<file path="src/rtl/acoustics_uart_pkg.sv">
// Shared definitions for the ADC-to-UART frame scheduler: command codes,
// frame constants, the sequencer state encoding and the decoded command kinds.
package acoustics_uart_pkg;

  localparam logic [7:0] SYNC_BYTE_DEF       = 8'hA5;
  localparam logic [7:0] CH_OPC_BASE         = 8'h40;

  localparam logic [7:0] CMD_ALL_CODE        = 8'h30;
  localparam logic [7:0] CMD_CH1_CODE        = 8'h31;
  localparam logic [7:0] CMD_CH2_CODE        = 8'h32;
  localparam logic [7:0] CMD_CH3_CODE        = 8'h33;
  localparam logic [7:0] CMD_CH4_CODE        = 8'h34;
  localparam logic [7:0] CMD_STREAM_ON_CODE  = 8'h53;
  localparam logic [7:0] CMD_STREAM_OFF_CODE = 8'h58;

  localparam logic [2:0] LAST_BYTE_IDX       = 3'd4;

  typedef enum logic [2:0] {
    ST_IDLE,
    ST_LOAD,
    ST_STROBE,
    ST_WAIT_BUSY,
    ST_WAIT_DONE,
    ST_NEXT_CH
  } sched_state_e;

  typedef enum logic [2:0] {
    CMD_NONE,
    CMD_SINGLE,
    CMD_ALL,
    CMD_STREAM_ON,
    CMD_STREAM_OFF,
    CMD_ERROR
  } cmd_kind_e;

endpackage

</file>
<file path="src/rtl/uart_cmd_decoder.sv">
// Host command decoder: detects the rising edge of rx_ready and classifies
// the received byte. Output is valid for exactly the edge cycle.
// Optional macro STREAM_MODE_EN enables the 'S'/'X' streaming commands;
// without it those bytes are reported as errors.
module uart_cmd_decoder
  import acoustics_uart_pkg::*;
(
  input  logic       clk,
  input  logic       reset_b,
  input  logic [7:0] rx_data,
  input  logic       rx_ready,
  output cmd_kind_e  cmd_kind,
  output logic [1:0] cmd_ch
);

  logic rx_ready_q;
  logic rx_rise;

  // Previous rx_ready level for edge detection
  always_ff @(posedge clk or negedge reset_b) begin
    if (!reset_b) begin
      rx_ready_q <= 1'b0;
    end else begin
      rx_ready_q <= rx_ready;
    end
  end

  assign rx_rise = rx_ready & ~rx_ready_q;

  // Classify the byte only on the cycle the receive level rises
  always_comb begin
    cmd_kind = CMD_NONE;
    cmd_ch   = 2'd0;
    if (rx_rise) begin
      case (rx_data)
        CMD_ALL_CODE: cmd_kind = CMD_ALL;
        CMD_CH1_CODE: begin
          cmd_kind = CMD_SINGLE;
          cmd_ch   = 2'd0;
        end
        CMD_CH2_CODE: begin
          cmd_kind = CMD_SINGLE;
          cmd_ch   = 2'd1;
        end
        CMD_CH3_CODE: begin
          cmd_kind = CMD_SINGLE;
          cmd_ch   = 2'd2;
        end
        CMD_CH4_CODE: begin
          cmd_kind = CMD_SINGLE;
          cmd_ch   = 2'd3;
        end
`ifdef STREAM_MODE_EN
        CMD_STREAM_ON_CODE:  cmd_kind = CMD_STREAM_ON;
        CMD_STREAM_OFF_CODE: cmd_kind = CMD_STREAM_OFF;
`endif
        default: cmd_kind = CMD_ERROR;
      endcase
    end
  end

endmodule

</file>
<file path="src/rtl/uart_frame_scheduler.sv">
// Sequences UART TX on behalf of four ADC channels. A host command latches
// a coherent snapshot of all samples, then each requested channel is sent
// as a 5-byte frame (sync, opcode, sample high, sample low, XOR checksum)
// using a load / strobe / wait-busy / wait-done handshake per byte.
// Optional macro STREAM_MODE_EN adds continuous all-channel streaming
// controlled by 'S' (start) and 'X' (stop after the current frame).
module uart_frame_scheduler
  import acoustics_uart_pkg::*;
#(
  parameter int         SAMPLE_W   = 10,
  parameter logic [7:0] SYNC_BYTE  = SYNC_BYTE_DEF,
  parameter int         TX_TIMEOUT = 4096
) (
  input  logic                  clk,
  input  logic                  reset_b,
  input  logic [7:0]            rx_data,
  input  logic                  rx_ready,
  input  logic [4*SAMPLE_W-1:0] sample_bus,
  input  logic                  tx_ready,
  output logic [7:0]            tx_data,
  output logic                  tx_en,
  output logic                  tx_write_en,
  output logic                  busy,
  output logic                  cmd_err,
  output logic                  cmd_drop,
  output logic                  timeout
);

  localparam int               CNT_W    = $clog2(TX_TIMEOUT + 1);
  localparam logic [CNT_W-1:0] CNT_LAST = CNT_W'(TX_TIMEOUT - 1);

  cmd_kind_e             cmd_kind;
  logic [1:0]            cmd_ch;
  logic                  start_cmd;

  sched_state_e          state;
  logic [4*SAMPLE_W-1:0] snapshot;
  logic [1:0]            ch_idx;
  logic [2:0]            byte_idx;
  logic                  all_mode;
  logic [7:0]            csum;
  logic [CNT_W-1:0]      cnt;
  logic [SAMPLE_W-1:0]   cur_sample;

`ifdef STREAM_MODE_EN
  logic                  stream_on;
  logic                  stop_req;
  logic                  pass_wrap;
`endif

  uart_cmd_decoder u_dec (
    .clk      (clk),
    .reset_b  (reset_b),
    .rx_data  (rx_data),
    .rx_ready (rx_ready),
    .cmd_kind (cmd_kind),
    .cmd_ch   (cmd_ch)
  );

`ifdef STREAM_MODE_EN
  assign start_cmd = (cmd_kind == CMD_SINGLE) || (cmd_kind == CMD_ALL) ||
                     (cmd_kind == CMD_STREAM_ON);
`else
  assign start_cmd = (cmd_kind == CMD_SINGLE) || (cmd_kind == CMD_ALL);
`endif

  assign cur_sample = snapshot[int'(ch_idx)*SAMPLE_W +: SAMPLE_W];

  // Byte idx of the frame for channel ch; byte 4 is the running XOR
  function automatic logic [7:0] frame_byte(input logic [2:0]          idx,
                                            input logic [1:0]          ch,
                                            input logic [SAMPLE_W-1:0] smp,
                                            input logic [7:0]          acc);
    logic [15:0] wide;
    wide = 16'(smp);
    case (idx)
      3'd0:    return SYNC_BYTE;
      3'd1:    return CH_OPC_BASE + {6'd0, ch} + 8'd1;
      3'd2:    return wide[15:8];
      3'd3:    return wide[7:0];
      default: return acc;
    endcase
  endfunction

  // Sequencer: command acceptance, per-byte UART handshake and timeout abort
  always_ff @(posedge clk or negedge reset_b) begin
    if (!reset_b) begin
      state       <= ST_IDLE;
      snapshot    <= '0;
      ch_idx      <= 2'd0;
      byte_idx    <= 3'd0;
      all_mode    <= 1'b0;
      csum        <= 8'd0;
      cnt         <= '0;
      tx_data     <= 8'd0;
      tx_en       <= 1'b0;
      tx_write_en <= 1'b0;
      busy        <= 1'b0;
      cmd_err     <= 1'b0;
      cmd_drop    <= 1'b0;
      timeout     <= 1'b0;
`ifdef STREAM_MODE_EN
      stream_on   <= 1'b0;
      stop_req    <= 1'b0;
      pass_wrap   <= 1'b0;
`endif
    end else begin
      cmd_err  <= 1'b0;
      cmd_drop <= 1'b0;
      timeout  <= 1'b0;

      // Command side effects that apply regardless of sequencer position
      case (cmd_kind)
        CMD_ERROR: cmd_err <= 1'b1;
        CMD_SINGLE, CMD_ALL: begin
          if (state != ST_IDLE) cmd_drop <= 1'b1;
        end
`ifdef STREAM_MODE_EN
        CMD_STREAM_ON: begin
          if (state != ST_IDLE) begin
            stream_on <= 1'b1;
            stop_req  <= 1'b0;
          end
        end
        CMD_STREAM_OFF: begin
          if (state != ST_IDLE) stop_req <= 1'b1;
        end
`endif
        default: ;
      endcase

      case (state)
        ST_IDLE: begin
          if (start_cmd) begin
            snapshot <= sample_bus;
            ch_idx   <= (cmd_kind == CMD_SINGLE) ? cmd_ch : 2'd0;
            all_mode <= (cmd_kind != CMD_SINGLE);
            byte_idx <= 3'd0;
            csum     <= 8'd0;
            cnt      <= '0;
            tx_data  <= SYNC_BYTE;
            busy     <= 1'b1;
            state    <= ST_LOAD;
`ifdef STREAM_MODE_EN
            stream_on <= (cmd_kind == CMD_STREAM_ON);
            stop_req  <= 1'b0;
            pass_wrap <= 1'b0;
`endif
          end
        end

        ST_LOAD: begin
          if (tx_ready) begin
            tx_en       <= 1'b1;
            tx_write_en <= 1'b1;
            csum        <= csum ^ tx_data;
            cnt         <= '0;
            state       <= ST_STROBE;
          end
        end

        ST_STROBE: begin
          tx_en       <= 1'b0;
          tx_write_en <= 1'b0;
          cnt         <= '0;
          state       <= ST_WAIT_BUSY;
        end

        ST_WAIT_BUSY: begin
          if (!tx_ready) begin
            cnt   <= '0;
            state <= ST_WAIT_DONE;
          end else if (cnt == CNT_LAST) begin
            timeout <= 1'b1;
            busy    <= 1'b0;
            tx_data <= 8'd0;
            cnt     <= '0;
            state   <= ST_IDLE;
`ifdef STREAM_MODE_EN
            stream_on <= 1'b0;
            stop_req  <= 1'b0;
`endif
          end else begin
            cnt <= cnt + 1'b1;
          end
        end

        ST_WAIT_DONE: begin
          if (tx_ready) begin
            cnt <= '0;
            if (byte_idx != LAST_BYTE_IDX) begin
              byte_idx <= byte_idx + 3'd1;
              tx_data  <= frame_byte(byte_idx + 3'd1, ch_idx, cur_sample, csum);
              state    <= ST_LOAD;
`ifdef STREAM_MODE_EN
            end else if (!stop_req && all_mode && (ch_idx != 2'd3)) begin
              pass_wrap <= 1'b0;
              state     <= ST_NEXT_CH;
            end else if (!stop_req && stream_on) begin
              pass_wrap <= 1'b1;
              state     <= ST_NEXT_CH;
            end else begin
              busy      <= 1'b0;
              tx_data   <= 8'd0;
              stream_on <= 1'b0;
              stop_req  <= 1'b0;
              state     <= ST_IDLE;
            end
`else
            end else if (all_mode && (ch_idx != 2'd3)) begin
              state <= ST_NEXT_CH;
            end else begin
              busy    <= 1'b0;
              tx_data <= 8'd0;
              state   <= ST_IDLE;
            end
`endif
          end else if (cnt == CNT_LAST) begin
            timeout <= 1'b1;
            busy    <= 1'b0;
            tx_data <= 8'd0;
            cnt     <= '0;
            state   <= ST_IDLE;
`ifdef STREAM_MODE_EN
            stream_on <= 1'b0;
            stop_req  <= 1'b0;
`endif
          end else begin
            cnt <= cnt + 1'b1;
          end
        end

        ST_NEXT_CH: begin
`ifdef STREAM_MODE_EN
          if (pass_wrap) begin
            ch_idx    <= 2'd0;
            snapshot  <= sample_bus;
            all_mode  <= 1'b1;
            pass_wrap <= 1'b0;
          end else begin
            ch_idx <= ch_idx + 2'd1;
          end
`else
          ch_idx <= ch_idx + 2'd1;
`endif
          byte_idx <= 3'd0;
          csum     <= 8'd0;
          cnt      <= '0;
          tx_data  <= SYNC_BYTE;
          state    <= ST_LOAD;
        end

        default: begin
          busy    <= 1'b0;
          tx_data <= 8'd0;
          state   <= ST_IDLE;
        end
      endcase
    end
  end

endmodule

</file>
<file path="config.mk">
export PLATFORM = sky130hd
export DESIGN_NAME = uart_frame_scheduler
export DESIGN_NICKNAME = d
export VERILOG_FILES = /design/src/rtl/acoustics_uart_pkg.sv /design/src/rtl/uart_cmd_decoder.sv /design/src/rtl/uart_frame_scheduler.sv
export SDC_FILE = /design/constraint.sdc
export NUM_CORES = 1
export LEC_CHECK = 0
export BUFFER_PORTS_ARGS = -buffer_cell sky130_fd_sc_hd__buf_2
export CORE_MARGIN = 1
export CORE_UTILIZATION = 30
export DETAILED_ROUTE_END_ITERATION = 12
export GPL_TIMING_DRIVEN = 1
export PLACE_DENSITY = 0.55
export SYNTH_ARGS = -nofsm -noshare
export SYNTH_HDL_FRONTEND = slang
export SYNTH_SLANG_ARGS = --single-unit
export TNS_END_PERCENT = 100
</file>
<file path="constraint.sdc">
create_clock -name clk -period 2.9 [get_ports clk]
set_input_delay 0.29 -clock clk [delete_from_list [all_inputs] [get_ports clk]]
set_output_delay 0.29 -clock clk [all_outputs]
set_load 0.1 [all_outputs]
</file>
==> impl_metrics.yaml <==
worst_setup_path:
  crit_arrival_ns: 2.63
  worst-setup-path-type: "flop to flop"
  cp_max_fo: 18
  start_kind: "flop"
  cp_data_required_time_ns: 3.17
  critPathCaptureType: "flop"
  worst-path-buf-inv: 0
  crit_chain: "nor4b_1 -> a31oi_1 -> nor2_1 -> nand4_1 -> o21ai_0"
  crit_family: "simple AND/OR/NAND/NOR gates"
  cpMaxStageDelayCell: "nor2_1"
  cpPeakStageDelay_ns: 0.73
final_layout:
  drive_gt1_frac: 0.336
  layout.nets: 495
  area_growth_syn_to_layout_pct: 18.8
  fin_util: 0.372
  antenna_cells: 0
  finalNonFillerCells: 621
  fillers: 1392
  fin_area_sq_mm: 0.00524
clocking:
  clock_sinks: 84
  ctsHtreeMaxLevel: 3
  clk_path_buf_depth: 2
  cts_root_buffer: "clkbuf_16"
  cts_tree: "yes"
  insertion_delay_ns: 0.35
  postCtsSetupBuffers: 0
  clk_pin_slew_ns: 0.07
  cts_buffers: 9
timing:
  slew_viol_final: 0
  period_share: 0.814
  finalClockSkew_ns: 0.00716
  slew_headroom: 0.395
  layout_min_cycle_time_ns: 2.36
  tns_ns: 0
  finalSetupViolations: 0
  whs_ns: 0.0891
  fmax_mhz: 424
  rsz0062_at_grt: "no"
  worst_slack_ns: 0.541
  hold_viol: 0
  worstMarginPinSlew_ns: 0.904
yosys:
  yosysUniqueCellTypes: 56
  synth_edf_count: 0
  avgSynthCellArea_sq_um: 11.9
  syn_nets: 429
  yosysSeqAreaShare: 0.477
  netlist_instances: 370
  ys.warnings.count: 0
  ys_async_sr_fraction: 1.00
  synth_area_sq_mm: 0.00441
  synth_seq_cells: 84
  ys.flop_type: "dfrtp_1"
place:
  gp_congestion: 0.780
  hpwl_um: 6970
  dp.cells: 604
  portBuffers: 65
  place_ws_ns: 0.588
  dpl-instance-area_sq_mm: 0.00491
global_route:
  grt_pass1_vias: 3083
  track_usage: 0.140
  grt-ovfl-total: 0
  grt_max_degree: 42
  grt_pass1_wl_um: 16200
  antenna_found_initial: 0
power_and_ir_drop:
  p_comb_frac: 0.363
  power_density_mw_per_mm2: 845
  power_mw: 4.43
  cellLeakagePower_nw: 2.60
  p_sw_mw: 1.78
  switching_share: 0.401
  p_int_mw: 2.65
  seqPwrFrac: 0.362
  clock_power_share: 0.275
  vdd_drop_max_mv: 0.367
die:
  boundaryPins: 66
  die_y_um: 123
  die_area_sq_mm: 0.0152
  rows: 43
  coreArea_sq_mm: 0.0141
  start_util: 0.313
  die_w_um: 123
hold_path:
  hold_path_class: "input port to flop"
detailed_routing:
  viasPerCell: 5.07
  ant_nets: 0
  drc: 0
  vias: 3150
  drtIter0Drc: 159
  drt_wl_total_um: 9710
  drt-pass1-iter-count: 5
  routedWlPerCell_um: 15.6
run:
  drv_cap: 0
status:
  outcome: "complete, no violations"
repair_timing:
item	4_1_cts	5_1_grt
endpoints found under the hold margin	35	0
hold buffers	1	0
gates resized for setup	0	0
placed cells by master, fill, tap and decap left out, types with 2 or more instances in the layout:
| cell | netlist | final |
|---|---|---|
| and2_1 | 4 | 4 |
| o41ai_1 | 2 | 2 |
| buf_4 | 1 | 9 |
| mux4_2 | 9 | 9 |
| nand2_1 | 24 | 24 |
| o31ai_1 | 2 | 2 |
| a311oi_1 | 2 | 2 |
| a221o_1 | 2 | 2 |
| a22oi_1 | 4 | 4 |
| mux2_4 | 39 | 39 |
| inv_1 | 6 | 6 |
| mux2_2 | 3 | 3 |
| mux2i_1 | 4 | 4 |
| dfrtp_1 | 84 | 84 |
| clkbuf_16 | 0 | 9 |
| a21oi_1 | 19 | 19 |
| o21ai_0 | 32 | 32 |
| xnor2_1 | 2 | 2 |
| nor2b_1 | 5 | 5 |
| a31oi_1 | 10 | 10 |
| o2bb2ai_1 | 4 | 4 |
| inv_6 | 0 | 2 |
| nor3b_1 | 2 | 2 |
| a21o_1 | 12 | 12 |
| o21ai_1 | 2 | 2 |
| nand4_1 | 3 | 3 |
| or3_1 | 6 | 5 |
| a22o_1 | 4 | 4 |
| clkinv_4 | 0 | 2 |
| o21a_1 | 5 | 5 |
| ha_1 | 7 | 7 |
| and3_1 | 3 | 3 |
| nor2_1 | 17 | 17 |
| o22ai_1 | 2 | 2 |
| buf_2 | 7 | 64 |
| nand3_1 | 5 | 5 |
| nor3_1 | 7 | 7 |
metal layers:
layer	vias up	GRT usage	wire, um
li1	1521	-	-
met1	1539	0.196	4730
met5	-	0	0
met2	78	0.210	4360
met3	12	0.0369	484
met4	0	0.0474	139
worst reg2reg max path, cell delays in order (launching register included):
cell     delay [ns]
dfrtp_1        0.65
nor4b_1        0.46
a31oi_1        0.10
nor2_1         0.73
nand4_1        0.17
o21ai_0        0.17
cells in the mapped netlist (5+ instances only):
| cell type | count | area share |
|---|---|---|
| buf_2 | 7 | 0.0079 |
| clkbuf_1 | 5 | 0.0043 |
| mux4_2 | 9 | 0.046 |
| nor2_1 | 17 | 0.014 |
| ha_1 | 7 | 0.020 |
| inv_1 | 6 | 0.0051 |
| nand2_1 | 24 | 0.020 |
| a21o_1 | 12 | 0.020 |
| or3_1 | 6 | 0.0085 |
| a31oi_1 | 10 | 0.014 |
| nand3_1 | 5 | 0.0057 |
| o21ai_0 | 32 | 0.036 |
| a21oi_1 | 19 | 0.022 |
| mux2_4 | 39 | 0.13 |
| dfrtp_1 | 84 | 0.48 |
| nor3_1 | 7 | 0.0079 |
| nor2b_1 | 5 | 0.0071 |
| o21a_1 | 5 | 0.0085 |
path summary, 6_finish.rpt:
kind                                  start                to  slack, ns  cells after the start
min reg2reg                u_dec.rx_ready_q           cmd_err       0.48                      1
max                                state[2]           cnt[11]       0.54                      5
max reg2reg                        state[2]           cnt[11]       0.54                      5
min in group asynchronous           reset_b            cnt[6]       0.46                      2
max in group asynchronous           reset_b      snapshot[23]       1.74                      3
min                                rx_ready  u_dec.rx_ready_q       0.09                      1
registers in the layout, summed over array words and instances, names as in the netlist:
register / count
state: 3
byte_idx: 3
busy: 1
ch_idx: 2
cmd_drop: 1
tx_data: 8
tx_write_en: 1
all_mode: 1
timeout: 1
u_dec.rx_ready_q: 1
snapshot: 40
csum: 8
cnt: 13
cmd_err: 1
power groups by stage:
stage	Sequential [mW]	Combinational, mW	Clock (mW)
after floorplan	1.73	1.08	0
after global placement	1.62	1.60	0
after detailed placement	1.63	1.62	0
after CTS	1.61	1.62	1.25
after global routing	1.65	1.76	1.31
final	1.60	1.61	1.22
area by class of cell:
cell class                      count  area (sq um)  share of cell area
Clock buffer                        9           225              0.0430
Clock inverter                      7          92.6              0.0177
Inverter                            6          22.5             0.00430
Multi-Input combinational cell    261          2170               0.415
Sequential cell                    84          2100               0.401
Tap cell                          180           225              0.0430
Timing Repair Buffer               74           398              0.0759
kinds of logic after synthesis:
| kind of cell | after synthesis | share of synthesized area |
|---|---|---|
| AOI/OAI and AO/OA | 109 | 0.159 |
| and+or+nand+nor | 88 | 0.114 |
| DFF | 84 | 0.477 |
| muxes | 55 | 0.195 |
| buffers and inverters | 25 | 0.0309 |
| adders and majority gates | 7 | 0.0199 |
| xor gates and xnor gates | 2 | 0.00397 |
No activity file was read; power rests on OpenSTA's default activity.
